===== config.mk =====
export PLATFORM = sky130hd
export DESIGN_NAME = hex_digit_scanner
export DESIGN_NICKNAME = d
export VERILOG_FILES = /design/src/rtl/display_pkg.sv /design/src/rtl/scan_slot_timer.sv /design/src/rtl/hex_digit_scanner.sv
export SDC_FILE = /design/constraint.sdc
export NUM_CORES = 1
export LEC_CHECK = 0
export ABC_CLOCK_PERIOD_IN_PS = 3100
export BUFFER_PORTS_ARGS = -buffer_cell sky130_fd_sc_hd__buf_4
export CAP_MARGIN = 20
export CELL_PAD_IN_SITES_DETAIL_PLACEMENT = 1
export CELL_PAD_IN_SITES_GLOBAL_PLACEMENT = 2
export CORE_ASPECT_RATIO = 0.6
export CORE_MARGIN = 1
export CORE_UTILIZATION = 36
export DETAILED_ROUTE_END_ITERATION = 10
export PLACE_DENSITY = 0.83
export REMOVE_ABC_BUFFERS = 1
export SYNTH_ARGS = -nofsm -noshare
export SYNTH_HDL_FRONTEND = slang
export SYNTH_SLANG_ARGS = --single-unit

===== constraint.sdc =====
create_clock -name clk -period 3.1 [get_ports clk]
set_clock_uncertainty 0.05 [all_clocks]
set_input_delay 0.155 -clock clk [delete_from_list [all_inputs] [get_ports clk]]
set_output_delay 0.155 -clock clk [all_outputs]
set_load 0.01 [all_outputs]

===== src/rtl/display_pkg.sv =====
// Shared types and helpers for the seven-segment scan controller.
package display_pkg;

  localparam int DEFAULT_NUM_DIGITS = 4;

  typedef enum logic {
    BLANK = 1'b0,
    DRIVE = 1'b1
  } scan_state_t;

  // Width of a counter that spans 0..scan_div-1, never narrower than one bit.
  function automatic int slot_cnt_width(input int scan_div);
    return (scan_div > 1) ? $clog2(scan_div) : 1;
  endfunction

endpackage


===== src/rtl/scan_slot_timer.sv =====
// Free-running digit-slot counter: flags the last blanking cycle and the last slot cycle.
module scan_slot_timer
  import display_pkg::*;
#(
  parameter int SCAN_DIV     = 25000,
  parameter int BLANK_CYCLES = 250
) (
  input  logic                                  clk,
  input  logic                                  rst,
  output logic [slot_cnt_width(SCAN_DIV)-1:0]   o_slot_cnt,
  output logic                                  o_blank_done,
  output logic                                  o_slot_done
);

  localparam int CW = slot_cnt_width(SCAN_DIV);

  logic [CW-1:0] r_slot_cnt;

  always_ff @(posedge clk) begin
    if (rst) begin
      r_slot_cnt <= '0;
    end else if (o_slot_done) begin
      r_slot_cnt <= '0;
    end else begin
      r_slot_cnt <= r_slot_cnt + 1'b1;
    end
  end

  assign o_slot_cnt   = r_slot_cnt;
  assign o_blank_done = (r_slot_cnt == CW'(BLANK_CYCLES - 1));
  assign o_slot_done  = (r_slot_cnt == CW'(SCAN_DIV - 1));

endmodule


===== src/rtl/hex_digit_scanner.sv =====
// Multiplexed common-anode display scanner with tear-free frame updates and
// optional leading-zero suppression; all outputs are registered.
module hex_digit_scanner
  import display_pkg::*;
#(
  parameter int NUM_DIGITS   = DEFAULT_NUM_DIGITS,
  parameter int SCAN_DIV     = 25000,
  parameter int BLANK_CYCLES = 250
) (
  input  logic                      clk,
  input  logic                      rst,
  input  logic [4*NUM_DIGITS-1:0]   value_in,
  input  logic                      load,
  input  logic                      lz_en,
  output logic [3:0]                hex_out,
  output logic [NUM_DIGITS-1:0]     digit_en,
  output logic                      frame_tick
);

  localparam int IW = $clog2(NUM_DIGITS);
  localparam int CW = slot_cnt_width(SCAN_DIV);
  localparam int VW = 4 * NUM_DIGITS;

  scan_state_t     r_state;
  logic [IW-1:0]   r_digit_idx;
  logic [VW-1:0]   r_shadow;
  logic [VW-1:0]   r_display;
  logic            r_pending;

  logic [CW-1:0]   w_slot_cnt;
  logic            w_blank_done;
  logic            w_slot_done;

  scan_slot_timer #(
    .SCAN_DIV     (SCAN_DIV),
    .BLANK_CYCLES (BLANK_CYCLES)
  ) u_timer (
    .clk          (clk),
    .rst          (rst),
    .o_slot_cnt   (w_slot_cnt),
    .o_blank_done (w_blank_done),
    .o_slot_done  (w_slot_done)
  );

  logic                  w_last_digit;
  logic                  w_boundary;
  logic [IW-1:0]         w_idx_next;
  logic [VW-1:0]         w_display_next;
  logic                  w_drive_next;
  logic                  w_tick_next;
  logic                  w_suppressed;
  logic [NUM_DIGITS-1:0] w_upper_zero;
  logic [NUM_DIGITS-1:0] w_en_next;
  logic [3:0]            w_nibbles [NUM_DIGITS];

  assign w_last_digit = (r_digit_idx == IW'(NUM_DIGITS - 1));
  assign w_boundary   = w_slot_done && w_last_digit;

  assign w_idx_next = !w_slot_done ? r_digit_idx :
                      (w_last_digit ? '0 : r_digit_idx + 1'b1);

  // A load landing on the boundary cycle bypasses shadow so it is not lost a frame.
  assign w_display_next = !w_boundary ? r_display :
                          (load      ? value_in :
                          (r_pending ? r_shadow : r_display));

  assign w_drive_next = (r_state == BLANK) ? w_blank_done : !w_slot_done;
  assign w_tick_next  = w_last_digit && (w_slot_cnt == CW'(SCAN_DIV - 2));

  // Outputs are registered, so everything is evaluated for the upcoming cycle.
  genvar gi;
  generate
    for (gi = 0; gi < NUM_DIGITS; gi++) begin : g_digit
      assign w_nibbles[gi]    = w_display_next[4*gi +: 4];
      assign w_upper_zero[gi] = (w_display_next[VW-1:4*gi] == '0);
    end
  endgenerate

  assign w_suppressed = lz_en && (w_idx_next != '0) && w_upper_zero[w_idx_next];
  assign w_en_next    = (w_drive_next && !w_suppressed) ?
                        ~(NUM_DIGITS'(1) << w_idx_next) : '1;

  always_ff @(posedge clk) begin
    if (rst) begin
      r_state     <= BLANK;
      r_digit_idx <= '0;
      r_shadow    <= '0;
      r_display   <= '0;
      r_pending   <= 1'b0;
      hex_out     <= 4'h0;
      digit_en    <= '1;
      frame_tick  <= 1'b0;
    end else begin
      case (r_state)
        BLANK:   if (w_blank_done) r_state <= DRIVE;
        DRIVE:   if (w_slot_done)  r_state <= BLANK;
        default: r_state <= BLANK;
      endcase

      r_digit_idx <= w_idx_next;
      r_display   <= w_display_next;

      if (load) begin
        r_shadow <= value_in;
      end

      if (w_boundary) begin
        r_pending <= 1'b0;
      end else if (load) begin
        r_pending <= 1'b1;
      end

      hex_out    <= w_nibbles[w_idx_next];
      digit_en   <= w_en_next;
      frame_tick <= w_tick_next;
    end
  end

endmodule


==> results of run 1 <==
## layer usage
layer / routed length, um / share of wire (%)
met1: 3820 / 55
met2: 2590 / 37
met3: 447 / 6.4
met4: 109 / 1.6
met5: 0 / 0
## flip-flops by register name, indices dropped and copies added, names as in the netlist
register            cells
r_display              16
r_shadow               16
u_timer.o_slot_cnt     15
digit_en                4
hex_out                 4
r_digit_idx             2
frame_tick              1
r_pending               1
r_state                 1
## worst reg2reg max path, cell delays in order (launching register included)
cell	delay [ns]
dfxtp_1	0.33
or4_4	0.57
nor4_4	0.28
buf_4	0.25
and3_2	0.36
mux2_2	0.38
mux2i_1	0.13
nor2_1	0.05
a211oi_1	0.21
## cell families after synthesis
kind of cell	Yosys count	synth area share [%]
buffers and inverters	24	4.00
AND/OR/NAND/NOR	127	23.8
flip-flops	60	45.2
AO/OA/AOI/OAI	34	9.36
XOR/XNOR	10	3.29
adder cells (fa/ha/maj)	4	1.88
multiplexers	32	12.5
## stage by stage
| step | util [%] | cell area, sq um | worst slack [ns] |
|---|---|---|---|
| after global placement | 42.9 | 2970 | 0.468 |
| after CTS | 47.6 | 3280 | 0.409 |
| after detailed placement | 42.9 | 2970 | 0.429 |
| after global routing | 47.6 | 3280 | 0.222 |
| after floorplan | - | 2580 | 0.109 |
| final | 47.6 | 3280 | 0.411 |
## worst max path at each step
stage                                           startpoint  slack (ns)               endpoint
after global routing      u_timer.o_slot_cnt[0]$_SDFF_PP0_        0.22  hex_out[3]$_SDFF_PP0_
after global placement    u_timer.o_slot_cnt[9]$_SDFF_PP0_        0.47  hex_out[3]$_SDFF_PP0_
after CTS                 u_timer.o_slot_cnt[9]$_SDFF_PP0_        0.41  hex_out[3]$_SDFF_PP0_
after floorplan           u_timer.o_slot_cnt[9]$_SDFF_PP0_        0.11  hex_out[1]$_SDFF_PP0_
after detailed placement  u_timer.o_slot_cnt[9]$_SDFF_PP0_        0.43  hex_out[3]$_SDFF_PP0_
final                     u_timer.o_slot_cnt[9]$_SDFF_PP0_        0.41  hex_out[3]$_SDFF_PP0_
## synth_stat cells (4+ instances only)
| master | number | area share (%) |
|---|---|---|
| a21oi_1 | 5 | 0.94 |
| mux2_2 | 10 | 4.2 |
| o21ai_0 | 4 | 0.75 |
| a31oi_1 | 5 | 1.2 |
| nor2_1 | 65 | 9.2 |
| ha_1 | 4 | 1.9 |
| or3_1 | 4 | 0.94 |
| and3_1 | 4 | 0.94 |
| inv_1 | 7 | 0.99 |
| dfxtp_1 | 60 | 45 |
| a211oi_1 | 5 | 1.4 |
| nand3_1 | 6 | 1.1 |
| xor2_1 | 7 | 2.3 |
| clkbuf_1 | 13 | 1.8 |
| nor3_1 | 5 | 0.94 |
| o221ai_1 | 6 | 2.0 |
| nor2b_1 | 9 | 2.1 |
| nand2_1 | 13 | 1.8 |
| mux2i_1 | 22 | 8.3 |
## final cells by class
class	count	area (sq um)
timing repair buffer	37	278
multi-input combinational	207	1350
clock inverter	4	72.6
clock buffer	12	246
tap	87	109
fill	790	3620
sequential	60	1200
inverter	7	26.3
## where the power goes
group	switching (mW)	leakage [nW]	internal, mW
Combinational	0.0507	0.672	0.0450
Clock	0.341	0.153	0.723
Sequential	0.0124	0.488	0.789
==> results.txt, run 1 <==
Via Count -> 2175
RSZ-0062 raised after global routing -> no
Post-Syn Area per Cell -> 9.14 sq um
Min-delay src -> value_in[13]
Clk_lat worst skew -> 0.33 ns
Drt initial violations -> 83
Die Footprint -> 7740 sq um
Post-Place Cells -> 398
Slowest CP cell -> or4_4
Met3 global-route usage -> 7.26%
#FFs+latches synth -> 60
Final cell count without fillers -> 414
Commonest non-fill, non-tap cell in the layout -> nor2_1
Largest delay contributor family on the critical path -> simple AND/OR/NAND/NOR gates
Post-synth ARST share -> 0%
R2r startpoint -> u_timer.o_slot_cnt[9]$_SDFF_PP0_
Routability cong. -> 0.782
Sinks on Clock Net -> 60
Ys flop type -> dfxtp_1
Nets@finish -> 346
WHS Path Cells -> 3
Initial DRT Pass Iterations -> 4
Synth Warn # -> 0
Longest Clk Path Bufs -> 2
Status -> finished clean
R2R cell count -> 8
Worst EP required -> 3.29 ns
Vias in the first global route -> 2114
Cell Area, Synth -> 2660 sq um
Initial cell density of the core -> 38.5%
Total global routing overflow -> 0
Worst hold margin -> 0.0221 ns
Stages on worst setup path -> 8
Io pins -> 29
Worst Path Arrival -> 2.88 ns
Post-layout minimum cycle time -> 2.69 ns
Hold EP -> r_shadow[13]$_SDFFE_PP0P_
DRC violation count after routing -> 0
Antenna violations before repair -> 0
DP HPWL -> 4960 um
Mapped Cells -> 291
CTS tree -> built
Netlist cell types -> 44
Die Width -> 113 um
Row cnt -> 23
Resized cells post-CTS -> 0
CP bufs+invs -> 1
Seq/Total Area, Yosys -> 45.2%
Reg2reg setup slack -> 0.41 ns
Core area -> 6910 sq um
Setup TNS -> 0 ns
GRT busiest layer -> met1
Final setup fails -> 0
Port buffer count -> 28
Post-synth EDFFs -> 0
Met1 GRT Util -> 29.4%
Worst IR drop on VDD -> 0.000531 V
Total GRT Usage -> 20.2%
CTS H-tree lvls -> 3
PwrDens -> 597 nW/um^2
Layout cell share with drive strength beyond 1 -> 22.3%
Largest net degree at the start of global routing -> 43
Pleak -> 1.31 nW
Crit Path Class -> reg2reg
Hold_buf cts -> 0
Clk slew on worst S/H paths -> 0.05 ns
Worst slew pin tran -> 0.561 ns
Met2 usage -> 26.4%
Setup crit end kind -> flip-flop
Hold Crit Class -> in2reg
Startpoint types -> flip-flop
Postcts setup bufs -> 0
FF-to-FF End -> hex_out[3]$_SDFF_PP0_
Final Routed Wirelength -> 6970 um
Overall power -> 1.96 mW
CTS root buf -> clkbuf_16
Die Y -> 68.6 um
Layout area overhead -> 23.5%
CP max FO -> 13
CTS Buf Count -> 9
Final Max Slew Viols -> 0
Critical-path cell list -> or4_4 > nor4_4 > buf_4 > and3_2 > mux2_2 > mux2i_1 > nor2_1 > a211oi_1
Highest clock rate -> 0.372 GHz
Most frequent cells in the layout -> nor2_1, dfxtp_1, buf_4, mux2i_1, nand2_1
Routed WL per cell -> 16.8 um
Period utilization -> 86.7%
ANT cells -> 0
Max Cap Viol -> 0
Worst path max stage delay -> 0.57 ns
Max transition margin -> 62.3%
Vias/cell -> 5.25
DRT antenna net count -> 0
Global-route wire length before repair -> 11400 um
Hold Violations, Final -> 0
No activity file was read; power rests on OpenSTA's default activity.
==> inputs of run 2 (changes only) <==
Settings changed: BUFFER_PORTS_ARGS -buffer_cell sky130_fd_sc_hd__buf_4 to unset, CORE_UTILIZATION 36 to 39, DONT_BUFFER_PORTS set to 1, HOLD_SLACK_MARGIN set to 0.08, PLACE_DENSITY 0.83 to 0.82.
==> results.txt, run 2 (synthesis gave the netlist of run 1 again) <==
Most frequent cells in the layout -> nor2_1, dfxtp_1, dlygate4sd3_1, mux2i_1, nand2_1
Fillers -> 745 (-5.7%)
Total GRT Usage -> 22.4% (+2.2 points)
Clk_lat worst skew -> 0.33 ns (about the same)
Hold Crit Class -> in2reg
Final setup fails -> 0 (unchanged)
Most used cell, CP -> or4_4
Vias in the first global route -> 2145 (+1.5%)
Switching part of the total power -> 20.4% (-0.26 points)
Vias/cell -> 5.20 (-0.93%)
Die Y -> 66.0 um (-3.8%)
CTS tree -> built
Clk pwr share -> 51.3% (-3.0 points)
Routability cong. -> 0.836 (+6.9%)
DRT antenna net count -> 0 (unchanged)
Initial cell density of the core -> 42.0% (+3.5 points)
Post-Place Cells -> 366 (-8.0%)
Clk slew on worst S/H paths -> 0.05 ns (about the same)
Worst IR drop on VDD -> 0.000387 V (-27%)
Post-layout minimum cycle time -> 2.83 ns (+0.138 ns)
Worst EP required -> 3.30 ns (about the same)
Reg2reg setup slack -> 0.27 ns (-0.14 ns)
Die Width -> 109 um (-3.9%)
Setup TNS -> 0 ns (unchanged)
Max transition margin -> 58.3% (-4.0 points)
Die Footprint -> 7160 sq um (-7.5%)
RSZ-0062 raised after global routing -> no
Routed WL per cell -> 17.7 um (+4.9%)
DRC violation count after routing -> 0 (unchanged)
Worst path max stage delay -> 0.57 ns (about the same)
Final Max Slew Viols -> 0 (unchanged)
NetSw -> 0.379 mW (-6.2%)
Final cell count without fillers -> 410 (-0.97%)
Worst Path Arrival -> 3.02 ns (+0.14 ns)
Initial DRT Pass Iterations -> 4 (unchanged)
CTS H-tree lvls -> 3 (unchanged)
Global-route wire length before repair -> 11500 um (+1.3%)
Row cnt -> 22 (-4.3%)
Reg power frac -> 43.0% (+2.1 points)
Via Count -> 2134 (-1.9%)
Int Pwr -> 1.48 mW (-4.7%)
Total global routing overflow -> 0 (unchanged)
ANT cells -> 0 (unchanged)
Commonest non-fill, non-tap cell in the layout -> nor2_1
Nets@finish -> 346 (unchanged)
Period utilization -> 91.2% (+4.5 points)
Io pins -> 29 (unchanged)
Worst slew pin tran -> 0.624 ns (+0.0630 ns)
CTS Buf Count -> 9 (unchanged)
Layout cell share with drive strength beyond 1 -> 13.2% (-9.1 points)
DP HPWL -> 4890 um (-1.5%)
Status -> finished clean
Longest Clk Path Bufs -> 2 (unchanged)
Worst hold margin -> 0.107 ns (+0.0849 ns)
Sinks on Clock Net -> 60 (unchanged)
Port buffer count -> 0 (-100%)
Pleak -> 1.30 nW (-1.1%)
Setup crit end kind -> flip-flop
Hold Violations, Final -> 0 (unchanged)
Final Routed Wirelength -> 7240 um (+3.9%)
Largest delay contributor family on the critical path -> simple AND/OR/NAND/NOR gates
Comb power frac -> 5.7% (+0.8 points)
Postcts setup bufs -> 0 (unchanged)
Startpoint types -> flip-flop
Antenna violations before repair -> 1 (+1)
Critical-path cell list -> or4_4 > nor2_1 > nand4_1 > o221ai_1 > nand2_1 > or4_4 > o211ai_2
Max Cap Viol -> 0 (unchanged)
Highest clock rate -> 0.354 GHz (-4.9%)
CTS root buf -> clkbuf_16
Crit Path Class -> reg2reg
Layout area overhead -> 25.2%
PwrDens -> 560 nW/um^2 (-6.3%)
Largest net degree at the start of global routing -> 42 (-2.3%)
CP bufs+invs -> 0 (-1)
Slowest CP cell -> or4_4
Core area -> 6330 sq um (-8.3%)
Drt initial violations -> 129 (+55%)
CP max FO -> 8 (-5)
run 2: power groups by stage:
stage	clock network (mW)	registers, mW	logic, mW
2_1_floorplan	0	0.812	0.0461
3_3_place_gp	0	0.815	0.0568
3_5_place_dp	0	0.816	0.0585
4_1_cts	0.980	0.801	0.104
5_1_grt	1.02	0.802	0.116
6_report	0.957	0.802	0.106
run 2: area by class of cell:
| cell class | count | area, sq um | area share [%] |
|---|---|---|---|
| flip-flops and latches | 60 | 1200 | 36.1 |
| multi-input cells | 207 | 1350 | 40.6 |
| repair buffers | 37 | 360 | 10.8 |
| clock buffers | 13 | 250 | 7.52 |
| inverters | 7 | 26.3 | 0.789 |
| clock inverters | 2 | 35.0 | 1.05 |
| well taps | 84 | 105 | 3.16 |
run 2: through the flow:
stage | total power, mW | area (sq um) | setup slack, ns | util, %
after global placement | 0.872 | 2740 | 0.354 | 43.3
after detailed placement | 0.875 | 2740 | 0.327 | 43.3
final | 1.86 | 3330 | 0.273 | 52.6
after floorplan | 0.859 | 2580 | 0.109 | -
after global routing | 1.93 | 3330 | 0.187 | 52.6
after CTS | 1.89 | 3330 | 0.312 | 52.6
run 2: final timing paths:
path                                          from                               end  cells after the start
hold / removal                        value_in[12]          r_display[12]$_SDFF_PP0_                      2
setup / recovery  u_timer.o_slot_cnt[9]$_SDFF_PP0_            digit_en[2]$_SDFF_PP1_                      7
hold reg to reg   u_timer.o_slot_cnt[0]$_SDFF_PP0_  u_timer.o_slot_cnt[0]$_SDFF_PP0_                      1
setup reg to reg  u_timer.o_slot_cnt[9]$_SDFF_PP0_            digit_en[2]$_SDFF_PP1_                      7
run 2: routing by layer:
layer  vias to the layer above  GRT usage [%]  share of wire [%]
li1                       1072              -                  -
met1                      1007           33.4                 54
met2                        53           29.2                 40
met3                         2           7.88                5.8
met4                         0           6.59               0.14
met5                         -              0                  0
run 2: repair_timing:
item                      in CTS  in global routing
gates resized for setup        0                  0
hold endpoints to repair      41                  0
hold buffers                  29                  0
==> inputs of run 3 (changes only) <==
Settings changed: CORE_UTILIZATION 39 to 30, PLACE_DENSITY 0.82 to 0.67.
==> results.txt, run 3 (synthesis gave the netlist of run 1 again) <==
Max Cap Viol -> 0 (unchanged)
Pleak -> 1.29 nW (-0.53%)
Worst slew pin tran -> 0.541 ns (-0.0829 ns)
Worst path max stage delay -> 0.57 ns (about the same)
PwrDens -> 555 nW/um^2 (-0.79%)
Final Max Slew Viols -> 0 (unchanged)
ANT cells -> 0 (unchanged)
Final Routed Wirelength -> 7500 um (+3.6%)
Clk_lat worst skew -> 0.32 ns (about the same)
Reg area -> 1200 sq um (unchanged)
Die Footprint -> 9260 sq um (+29%)
Period utilization -> 87.4% (-3.8 points)
Die Y -> 74.9 um (+14%)
DRC violation count after routing -> 0 (unchanged)
Clk slew on worst S/H paths -> 0.05 ns (about the same)
Post-layout minimum cycle time -> 2.71 ns (-0.117 ns)
Largest net degree at the start of global routing -> 42 (unchanged)
Slowest CP cell -> or4_4
Resized cells post-CTS -> 0 (unchanged)
Layout cell share with drive strength beyond 1 -> 14.0% (+0.79 points)
Global-route wire length before repair -> 11800 um (+2.5%)
Row cnt -> 26 (+18%)
Vias/cell -> 4.90 (-5.8%)
Antenna violations before repair -> 0 (-1)
Highest clock rate -> 0.369 GHz (+4.3%)
CTS H-tree lvls -> 3 (unchanged)
Longest Clk Path Bufs -> 2 (unchanged)
DP HPWL -> 5110 um (+4.6%)
Final setup fails -> 0 (unchanged)
Critical-path cell list -> or4_4 > nor4_4 > buf_4 > and3_2 > mux2_2 > mux2i_1 > nor2_1 > a211oi_1
Setup TNS -> 0 ns (unchanged)
Sinks on Clock Net -> 60 (unchanged)
RSZ-0062 raised after global routing -> no
Hold Crit Class -> in2reg
Io pins -> 29 (unchanged)
DRT antenna net count -> 0 (unchanged)
Most frequent cells in the layout -> nor2_1, dfxtp_1, dlygate4sd3_1, mux2i_1, nand2_1
Worst EP required -> 3.28 ns (-0.02 ns)
Core area -> 8560 sq um (+35%)
Routed WL per cell -> 17.0 um (-3.7%)
Initial cell density of the core -> 31.1% (-11 points)
Vias in the first global route -> 2167 (+1.0%)
Die Width -> 124 um (+14%)
CTS tree -> built
Final cell count without fillers -> 441 (+7.6%)
Commonest non-fill, non-tap cell in the layout -> nor2_1
Layout area overhead -> 27.2%
Crit Path Class -> reg2reg
Area occupied by multi-input gates -> 1350 sq um (unchanged)
Hold Violations, Final -> 0 (unchanged)
Worst Path Arrival -> 2.89 ns (-0.13 ns)
Initial DRT Pass Iterations -> 4 (unchanged)
Via Count -> 2163 (+1.4%)
CTS root buf -> clkbuf_16
CTS Buf Count -> 9 (unchanged)
Total global routing overflow -> 0 (unchanged)
Port buffer count -> 0 (unchanged)
Setup crit end kind -> flip-flop
Max transition margin -> 63.6% (+5.4 points)
Worst IR drop on VDD -> 0.000240 V (-38%)
Routability cong. -> 0.745 (-11%)
Fillers -> 1010 (+36%)
Startpoint types -> flip-flop
Nets@finish -> 348 (+0.58%)
Post-Place Cells -> 392 (+7.1%)
Total GRT Usage -> 17.8% (-4.6 points)
CP max FO -> 13 (+5)
Drt initial violations -> 60 (-53%)
Status -> finished clean
## run 3: cell count changes in the layout (fill, tap and decap cells not counted), sizes merged
cell	before	now
buf	9	10
clkbuf	13	11
clkinv	1	3
clkinvlp	0	1
dlygate4sd3	28	29
## run 3: layout make-up
type                    instances  share of cell area [%]
multi-input cells             207                    40.0
flip-flops and latches         60                    35.5
repair buffers                 39                    11.2
clock buffers                  11                    6.88
well taps                     112                    4.14
clock inverters                 5                    1.55
inverters                       7                   0.777
## run 3: critical path, delay by kind of cell (launching register included)
family,cells,cell delay [ns]
AND/OR/NAND/NOR,4,1.25
multiplexers,2,0.52
AO/OA/AOI/OAI,1,0.22
buffers and inverters,1,0.24
flip-flops,1,0.32
## run 3: layer usage
metal / routed length [um] / up-vias / global-route usage (%)
li1: - / 1078 / -
met1: 4220 / 1048 / 26.8
met2: 2940 / 35 / 23.8
met3: 305 / 2 / 5.68
met4: 38 / 0 / 4.82
met5: 0 / - / 0
## run 3: worst paths after layout
path	from	slack (ns)	end	cells after the start
worst max register to register	u_timer.o_slot_cnt[9]$_SDFF_PP0_	0.39	hex_out[3]$_SDFF_PP0_	8
worst min register to register	u_timer.o_slot_cnt[0]$_SDFF_PP0_	0.43	u_timer.o_slot_cnt[0]$_SDFF_PP0_	1
worst max-delay path	u_timer.o_slot_cnt[9]$_SDFF_PP0_	0.39	hex_out[3]$_SDFF_PP0_	8
worst min-delay path	value_in[10]	0.09	r_display[10]$_SDFF_PP0_	2
## run 3: through the flow
step           power, mW  hold WS [ns]  cell area [sq um]  setup slack (ns)  util (%)
2_1_floorplan      0.859         0.177               2580             0.109         -
3_3_place_gp       0.874         0.181               2760             0.310      32.3
3_5_place_dp       0.875         0.184               2760             0.209      32.3
4_1_cts             1.90        0.0810               3360             0.200      39.3
5_1_grt             1.96        0.0908               3380             0.190      39.5
6_report            1.88        0.0854               3380             0.390      39.5
## run 3: report_power, final
group	internal, mW	total [mW]	switching [mW]
combinational	0.0623	0.108	0.0460
clock	0.618	0.970	0.352
sequential	0.788	0.800	0.0119
## run 3: what timing repair did
action,CTS,global route
setup buffers,0,3
setup endpoints to repair,0,2
hold endpoints to repair,41,0
hold buffers,30,0
